File: src/rtl/fp16_accum_seq.sv
// Streaming FP16 reduction controller with its own 1-cycle FP16 adder.
// Optional macro FP16_ACC_INF_EN: exponent-31 operands saturate the run to a sticky signed infinity.

module fp16add_2stage (
  input  logic        clk,
  input  logic        rst_n,
  input  logic [15:0] i_a,
  input  logic [15:0] i_b,
  output logic [15:0] o_res
);
  logic [15:0] big, sml, res;
  logic [4:0]  diff;
  logic [31:0] sh;
  logic [13:0] mb, ms;
  logic [14:0] sum;
  logic [3:0]  lz;

  // Guard/round/sticky alignment keeps truncation exact for subtraction too.
  always_comb begin
    if (i_a[14:0] >= i_b[14:0]) begin
      big = i_a;
      sml = i_b;
    end else begin
      big = i_b;
      sml = i_a;
    end
    diff = big[14:10] - sml[14:10];
    sh   = {1'b1, sml[9:0], 21'b0} >> diff;
    mb   = {1'b1, big[9:0], 3'b000};
    ms   = sh[31:18] | {13'b0, |sh[17:0]};
    sum  = (big[15] ^ sml[15]) ? ({1'b0, mb} - {1'b0, ms}) : ({1'b0, mb} + {1'b0, ms});
    lz   = '0;
    for (int unsigned i = 0; i < 14; i++) begin
      if (sum[i]) lz = 4'(13 - i);
    end
    if (sum[14])
      res = {big[15], big[14:10] + 5'd1, sum[13:4]};
    else if (sum == '0 || big[14:10] <= {1'b0, lz})
      res = '0;
    else
      res = {big[15], big[14:10] - {1'b0, lz}, 10'((sum[13:0] << lz) >> 3)};
  end

  always_ff @(posedge clk or negedge rst_n) begin
    if (!rst_n) o_res <= '0;
    else        o_res <= res;
  end
endmodule

module fp16_accum_seq #(
  parameter int CNT_W = 8
) (
  input  logic             clk,
  input  logic             rst_n,
  input  logic             i_start,
  input  logic [CNT_W-1:0] i_len,
  input  logic             i_valid,
  input  logic [15:0]      i_data,
  output logic             o_ready,
  output logic             o_valid,
  output logic [15:0]      o_sum,
  input  logic             i_ready,
  output logic             o_busy,
  output logic [CNT_W-1:0] o_count
);
  typedef enum logic [1:0] {ST_IDLE, ST_ACCEPT, ST_WAIT, ST_DONE} state_t;

  state_t           state;
  logic [15:0]      acc, add_res, bypass_acc;
  logic [CNT_W-1:0] cnt, len, cnt_inc;
  logic             last, acc_zero, dat_zero, bypass;
`ifdef FP16_ACC_INF_EN
  logic             inf_q, inf_hit;
`endif

  fp16add_2stage u_add (
    .clk   (clk),
    .rst_n (rst_n),
    .i_a   (acc),
    .i_b   (i_data),
    .o_res (add_res)
  );

  assign o_sum   = acc;
  assign o_count = cnt;

  // Operands that never need the adder: zero accumulator, zero operand, or saturated run.
  always_comb begin
    cnt_inc  = cnt + 1'b1;
    last     = (cnt_inc == len);
    acc_zero = (acc[14:10] == 5'd0);
    dat_zero = (i_data[14:10] == 5'd0);
    bypass   = acc_zero || dat_zero;
    if (acc_zero) bypass_acc = dat_zero ? 16'h0000 : i_data;
    else          bypass_acc = acc;
`ifdef FP16_ACC_INF_EN
    inf_hit = (i_data[14:10] == 5'h1F);
    if (inf_q) begin
      bypass     = 1'b1;
      bypass_acc = acc;
    end else if (inf_hit) begin
      bypass     = 1'b1;
      bypass_acc = {i_data[15], 15'h7C00};
    end
`endif
  end

  always_ff @(posedge clk or negedge rst_n) begin
    if (!rst_n) begin
      state   <= ST_IDLE;
      acc     <= '0;
      cnt     <= '0;
      len     <= '0;
      o_ready <= 1'b0;
      o_valid <= 1'b0;
      o_busy  <= 1'b0;
`ifdef FP16_ACC_INF_EN
      inf_q   <= 1'b0;
`endif
    end else begin
      case (state)
        ST_IDLE: if (i_start) begin
          len    <= i_len;
          acc    <= '0;
          cnt    <= '0;
          o_busy <= 1'b1;
`ifdef FP16_ACC_INF_EN
          inf_q  <= 1'b0;
`endif
          if (i_len == '0) begin
            state   <= ST_DONE;
            o_valid <= 1'b1;
          end else begin
            state   <= ST_ACCEPT;
            o_ready <= 1'b1;
          end
        end
        ST_ACCEPT: if (i_valid) begin
          if (bypass) begin
            acc <= bypass_acc;
            cnt <= cnt_inc;
`ifdef FP16_ACC_INF_EN
            if (inf_hit) inf_q <= 1'b1;
`endif
            if (last) begin
              state   <= ST_DONE;
              o_ready <= 1'b0;
              o_valid <= 1'b1;
            end
          end else begin
            state   <= ST_WAIT;
            o_ready <= 1'b0;
          end
        end
        ST_WAIT: begin
          acc <= add_res;
          cnt <= cnt_inc;
          if (last) begin
            state   <= ST_DONE;
            o_valid <= 1'b1;
          end else begin
            state   <= ST_ACCEPT;
            o_ready <= 1'b1;
          end
        end
        ST_DONE: if (i_ready) begin
          state   <= ST_IDLE;
          o_valid <= 1'b0;
          o_busy  <= 1'b0;
        end
        default: state <= ST_IDLE;
      endcase
    end
  end
endmodule

File: config.mk
export PLATFORM = sky130hd
export DESIGN_NAME = fp16_accum_seq
export DESIGN_NICKNAME = d
export VERILOG_FILES = /design/src/rtl/fp16_accum_seq.sv
export SDC_FILE = /design/constraint.sdc
export NUM_CORES = 1
export LEC_CHECK = 0
export BUFFER_PORTS_ARGS = -buffer_cell sky130_fd_sc_hd__buf_2
export CORE_MARGIN = 2
export CORE_UTILIZATION = 40
export DETAILED_ROUTE_END_ITERATION = 7
export SLEW_MARGIN = 20
export SYNTH_ARGS = -nofsm -noshare
export SYNTH_HDL_FRONTEND = slang
export SYNTH_SLANG_ARGS = --single-unit
File: constraint.sdc
create_clock -name clk -period 13.78 [get_ports clk]
set_input_delay 2.756 -clock clk [delete_from_list [all_inputs] [get_ports clk]]
set_output_delay 2.756 -clock clk [all_outputs]
set_load 0.005 [all_outputs]
==> results of run 1 <==
## per-stage QoR
step	cell area (sq um)	hold slack, ns	instances
finish	7719	0.4927	1209
CTS	7719	0.4947	1209
detailed placement	7572	0.4794	1202
global placement	7572	0.4796	1202
global route	7719	0.5157	1209
floorplan	7161	0.4699	965
## flip-flops by register name, indices dropped and copies added (netlist names)
register	flops
u_add.o_res	16
len	8
state	2
o_count	8
o_sum	16
o_busy	1
o_valid	1
o_ready	1
## worst reg2reg max path, delay by kind of cell, from the launching register on
kind	cells	cell delay [ns]
DFF	1	0.46
buffers and inverters	3	0.78
muxes	2	0.61
and+or+nand+nor	7	1.09
adders and majority gates	4	1.88
AOI/OAI and AO/OA	23	5.59
## layout make-up
class                   instances  area, sq um  area share
clock buffers                   6        138.9     0.01799
clock inverters                 1        7.507   0.0009726
inverters                      70        262.8     0.03404
multi-input cells             788         5344      0.6923
flip-flops and latches         53         1326      0.1718
well taps                     225        281.5     0.03647
repair buffers                 66        357.8     0.04636
## cells in the mapped netlist (4+ instances only)
| cell | number |
|---|---|
| o211ai_1 | 27 |
| inv_1 | 68 |
| nand4_1 | 12 |
| nor3_1 | 34 |
| ha_1 | 49 |
| buf_2 | 5 |
| a21o_1 | 6 |
| buf_1 | 4 |
| and3_1 | 10 |
| nor2_1 | 79 |
| a22oi_1 | 19 |
| a31oi_1 | 8 |
| dfrtp_1 | 53 |
| o2111ai_1 | 6 |
| xor2_1 | 12 |
| o22ai_1 | 12 |
| mux2_2 | 20 |
| a21oi_1 | 65 |
| nand3_1 | 25 |
| o311a_1 | 5 |
| nand2_1 | 104 |
| a41oi_1 | 5 |
| or3_1 | 8 |
| mux2i_1 | 33 |
| nor4_1 | 7 |
| clkbuf_1 | 41 |
| xnor2_1 | 18 |
| nand2b_1 | 10 |
| a211oi_1 | 9 |
| o31ai_1 | 22 |
| o21a_1 | 10 |
| and2_1 | 4 |
| nor2b_1 | 7 |
| a21boi_0 | 4 |
| o21ai_0 | 73 |
## worst min-delay path by stage
stage	start	endpoint	cells after the start
global route	o_ready	o_ready	2
detailed placement	o_ready	o_ready	2
finish	o_ready	o_ready	2
CTS	o_ready	o_ready	2
floorplan	o_ready	o_ready	2
global placement	o_ready	o_ready	2
## routing by layer
layer | vias up | track usage
met1 | 3522 | 0.3583
met3 | 44 | 0.03826
met5 | - | 0
li1 | 3633 | -
met2 | 325 | 0.3803
met4 | 0 | 0.06179
## kinds of logic (layout without fill, tap and decap cells)
logic type	after synthesis	after routing
muxes	57	57
and+or+nand+nor	322	322
xor gates and xnor gates	30	30
DFF	53	53
adders and majority gates	51	51
AOI/OAI and AO/OA	328	328
buffers and inverters	124	143
==> flow_summary_export.csv, run 1 <==
group,metric,value,unit
sta,finalSetupTns,0,ns
floorplanning,rows,48,
clock_network,cts.sinks,53,
flow_run,cap_violations,0,
sta,post-route-min-period,12.67,ns
final_layout,diodes,0,
setup_path,startpoint_type,"input port",
yosys,synth_edf_count,0,
routing,dr_wl_met3,1553,microns
setup_path,worst-path-buf-inv,5,
global_routing,grt_overflow,0,
sta,worst_slack,1.108,ns
yosys,yosys_warnings,0,
sta,max_freq,0.07891,GHz
final_layout,drive_above_1_share,0.1209,
yosys,synth_fa_ha_area_frac,0.09121,
clock_network,cts_root_buffer,"clkbuf_16",
yosys,postSynthAreaPerCell,7.420,sq um
yosys,ys_ff_latch,53,
sta,hold_viol,0,
yosys,synth.yosys.seq_area_share,0.1852,
clock_network,postCtsHoldBufs,0,
sta,worstMarginPinSlew,1.010,ns
place,gp_congestion,0.9619,
yosys,ys_async_sr_fraction,1.000,
min_path,min_path_type,"flop to flop",
clock_network,cts_max_level,2,
global_routing,antenna_found_initial,0,
global_routing,grt_pass1_vias,6768,
final_layout,fin_nets,1064,
routing,wl_met2,10070,microns
clock_network,clk_latency,0.29,ns
floorplanning,ios,56,
setup_path,crit_path_end,"u_add.o_res[8]",
yosys,synth_top_area_share,0.1852,
yosys,yosysTopAreaCell,"dfrtp_1",
routing,top_layer,"met4",
clock_network,cts.repair.resized,0,
routing,drc,0,
routing,wl_met1,10940,microns
clock_network,cts_tree,"yes",
yosys,ys_types,91,
global_routing,grt_usage,0.2465,
yosys,synth_top_family_by_area,"compound AO/OA/AOI/OAI gates",
setup_path,path_class,"input port to flop",
clock_network,clk_path_buf_depth,2,
routing,finalWirelength,23110,microns
final_layout,fillers,1810,
global_routing,grt_max_degree,54,
yosys,yosys.area_share.simple,0.2137,
floorplanning,core_area,17420,sq um
sta,relSlewSlack,0.3198,
routing,first_pass_iters,7,
yosys,synth_compound_area_frac,0.3156,
setup_path,cpMostUsedCell,"o21ai_0",
setup_path,arrival,12.85,ns
setup_path,r2r_start,"o_sum[10]",
yosys,yosys-top-cells-area,"dfrtp_1, ha_1, nand2_1, o21ai_0, mux2i_1",
setup_path,r2r_cells,39,
final_layout,utilization,0.4432,
yosys,synthFlopType,"dfrtp_1",
routing,wl_per_cell,19.12,microns
sta,fin_crit_sh,0.9196,
clock_network,clk_pin_slew_worst_paths,0.06,ns
place,place_hpwl,18200,microns
routing,viasPerCell,6.223,
sta,fin_skew,0.005245,ns
final_layout,syn_to_final_growth,7.793,%
sta,final-max-slew-violation-count,0,
setup_path,cp_slowest_cell,"ha_1",
place,io_buffers,55,
status,status,"completed",
routing,final_antenna_net_count,0,
final_layout,final_common_cell,"nand2_1",
yosys,syn_inst,965,
yosys,syn_nets,1045,
floorplanning,die_h,137.8,microns
setup_path,cp-end-kind,"flop",
clock_network,numCtsBuffers,5,
yosys,synth_xor_xnor_area_share,0.03669,
setup_path,critPathTopFamily,"compound AO/OA/AOI/OAI gates",
setup_path,rrSetupSlack,3.27,ns
yosys,netlist_area,7161,sq um
global_routing,grt_pass1_wl,37050,microns
setup_path,r2r_end,"u_add.o_res[8]",
sta,rsz0062_at_grt,"false",
routing,drtIter0Drc,812,
floorplanning,start_util,0.4111,
floorplanning,die_area,18990,sq um
floorplanning,fp.dieW,137.8,microns
final_layout,layout_common_cells,"nand2_1, nor2_1, o21ai_0, inv_1, a21oi_1",
place,place_ws,1.136,ns
sta,finalSetupViolCount,0,
setup_path,crit_required,13.96,ns
yosys,synthMuxAreaShare,0.08702,
setup_path,cp_max_fo,37,
setup_path,path_depth,41,
setup_path,slowest_delay,0.77,ns
routing,via_count,7524,
clock_network,post_cts_buffers,0,
setup_path,startpoint,"i_data[10]",
Power of run 1 is not shown: default switching activity piles up to over one toggle a cycle in this logic, so the estimate is an artifact.
==> inputs of run 2 (changes only) <==
RECOVER_POWER = 50   (was default)
==> run 2 against run 1 <==
The flow now finishes with violations (capacitance limit, slew limit). Clock-buffer cell count stayed put. First-iteration DRC count is 0.86% higher. Sequential share of layout area about the same. Clock skew increased by 0.0031 ns. Via count decreased by 0.11%. Critical path type unchanged.
==> flow_summary_export.csv, run 2 (same netlist as run 1, synthesis figures left out) <==
group,metric,value,unit
status,status,"complete, but fails checks",
status,violations,"capacitance limit, slew limit",
sta,final-max-slew-violation-count,54,
routing,drtIter0Drc,819,
floorplanning,ios,56,
routing,first_pass_iters,5,
clock_network,cts_tree,"yes",
clock_network,cts_max_level,2,
sta,whs,0.4929,ns
final_layout,layout_common_cells,"nand2_1, nor2_1, o21ai_0, inv_1, a21oi_1",
global_routing,grt_pass1_vias,6768,
place,gp_congestion,0.9619,
final_layout,syn_to_final_growth,7.671,%
min_path,hold_end,"o_ready",
setup_path,cpMostUsedCell,"o21ai_0",
final_layout,fin_nets,1064,
setup_path,cp_slowest_cell,"ha_1",
floorplanning,start_util,0.4111,
setup_path,r2r_start,"o_sum[10]",
clock_network,clk_pin_slew_worst_paths,0.07,ns
global_routing,grt_max_degree,54,
setup_path,crit_required,13.96,ns
sta,fin_crit_sh,0.9140,
sta,post-route-min-period,12.59,ns
sta,relSlewSlack,-1.000,
final_layout,diodes,0,
floorplanning,fp.dieW,137.8,microns
final_layout,layoutNonFillerInstCount,1209,
clock_network,cts.repair.resized,0,
sta,finalSetupTns,0,ns
clock_network,clk_latency,0.30,ns
min_path,min_path_type,"flop to flop",
sta,worstMarginPinSlew,3.000,ns
routing,wl_per_cell,19.04,microns
place,io_buffers,55,
final_layout,final_common_cell,"nand2_1",
routing,viasPerCell,6.217,
routing,finalWirelength,23020,microns
place,place_ws,1.136,ns
clock_network,postCtsHoldBufs,0,
flow_run,cap_violations,1,
setup_path,worst-path-buf-inv,5,
floorplanning,die_area,18990,sq um
setup_path,startpoint_type,"input port",
setup_path,path_class,"input port to flop",
global_routing,antenna_found_initial,0,
sta,fin_skew,0.008385,ns
setup_path,critPathTopFamily,"compound AO/OA/AOI/OAI gates",
global_routing,grt_overflow,0,
clock_network,cts.sinks,53,
setup_path,cp_max_fo,37,
sta,hold_viol,0,
place,dp_cells,1202,
global_routing,grt_usage,0.2465,
setup_path,r2r_cells,39,
clock_network,cts_root_buffer,"clkbuf_16",
sta,finalSetupViolCount,0,
min_path,min_from,"o_ready",
floorplanning,rows,48,
clock_network,clk_path_buf_depth,2,
setup_path,r2r_end,"u_add.o_res[8]",
floorplanning,core_area,17420,sq um
min_path,hold_depth,2,
routing,via_count,7516,
routing,final_antenna_net_count,0,
sta,rsz0062_at_grt,"false",
clock_network,post_cts_buffers,0,
sta,max_freq,0.07940,GHz
setup_path,rrSetupSlack,3.33,ns
floorplanning,die_h,137.8,microns
setup_path,cp-end-kind,"flop",
setup_path,startpoint,"i_data[10]",
global_routing,grt_pass1_wl,37050,microns
place,place_hpwl,18200,microns
clock_network,numCtsBuffers,5,
sta,worst_slack,1.185,ns
setup_path,slowest_delay,0.77,ns
setup_path,arrival,12.78,ns
routing,drc,0,
final_layout,drive_above_1_share,0.1179,
[run 2: metal layers]
metal | vias to the layer above | global-route usage | routed length [microns]
li1 | 3637 | - | -
met3 | 41 | 0.03826 | 1569
met4 | 0 | 0.06179 | 539
met5 | - | 0 | 0
met1 | 3520 | 0.3583 | 10890
met2 | 318 | 0.3803 | 10020
[run 2: layout make-up]
cell class                 instances  area (sq um)
fill                            1814          9707
clock inverter                     1         7.507
inverter                          70         262.8
multi-input combinational        788          5344
tap                              225         281.5
timing repair buffer              66         349.1
clock buffer                       6         138.9
sequential                        53          1326
[run 2: worst max path at each step]
| stage | to | slack (ns) | cells past startpoint |
|---|---|---|---|
| detailed placement | u_add.o_res[8] | 1.14 | 41 |
| CTS | u_add.o_res[8] | 1.39 | 42 |
| finish | u_add.o_res[8] | 1.19 | 41 |
| global placement | u_add.o_res[8] | 1.27 | 42 |
| floorplan | u_add.o_res[8] | 0.97 | 49 |
| global route | u_add.o_res[8] | 0.42 | 41 |
[run 2: worst register-to-register path: cells and delay by family, from the launching register on]
family	cells	cell delay, ns
AO/OA/AOI/OAI	23	5.53
multiplexers	2	0.61
adder cells (fa/ha/maj)	4	1.87
flip-flops	1	0.46
AND/OR/NAND/NOR	7	1.09
buffers and inverters	3	0.77
[run 2: stage by stage]
| stage | utilization | instance area [sq um] |
|---|---|---|
| after global placement | 0.4348 | 7572 |
| after global routing | 0.4427 | 7710 |
| after floorplan | - | 7161 |
| after CTS | 0.4432 | 7719 |
| final | 0.4427 | 7710 |
| after detailed placement | 0.4348 | 7572 |
Power of run 2 is left out for the same reason.
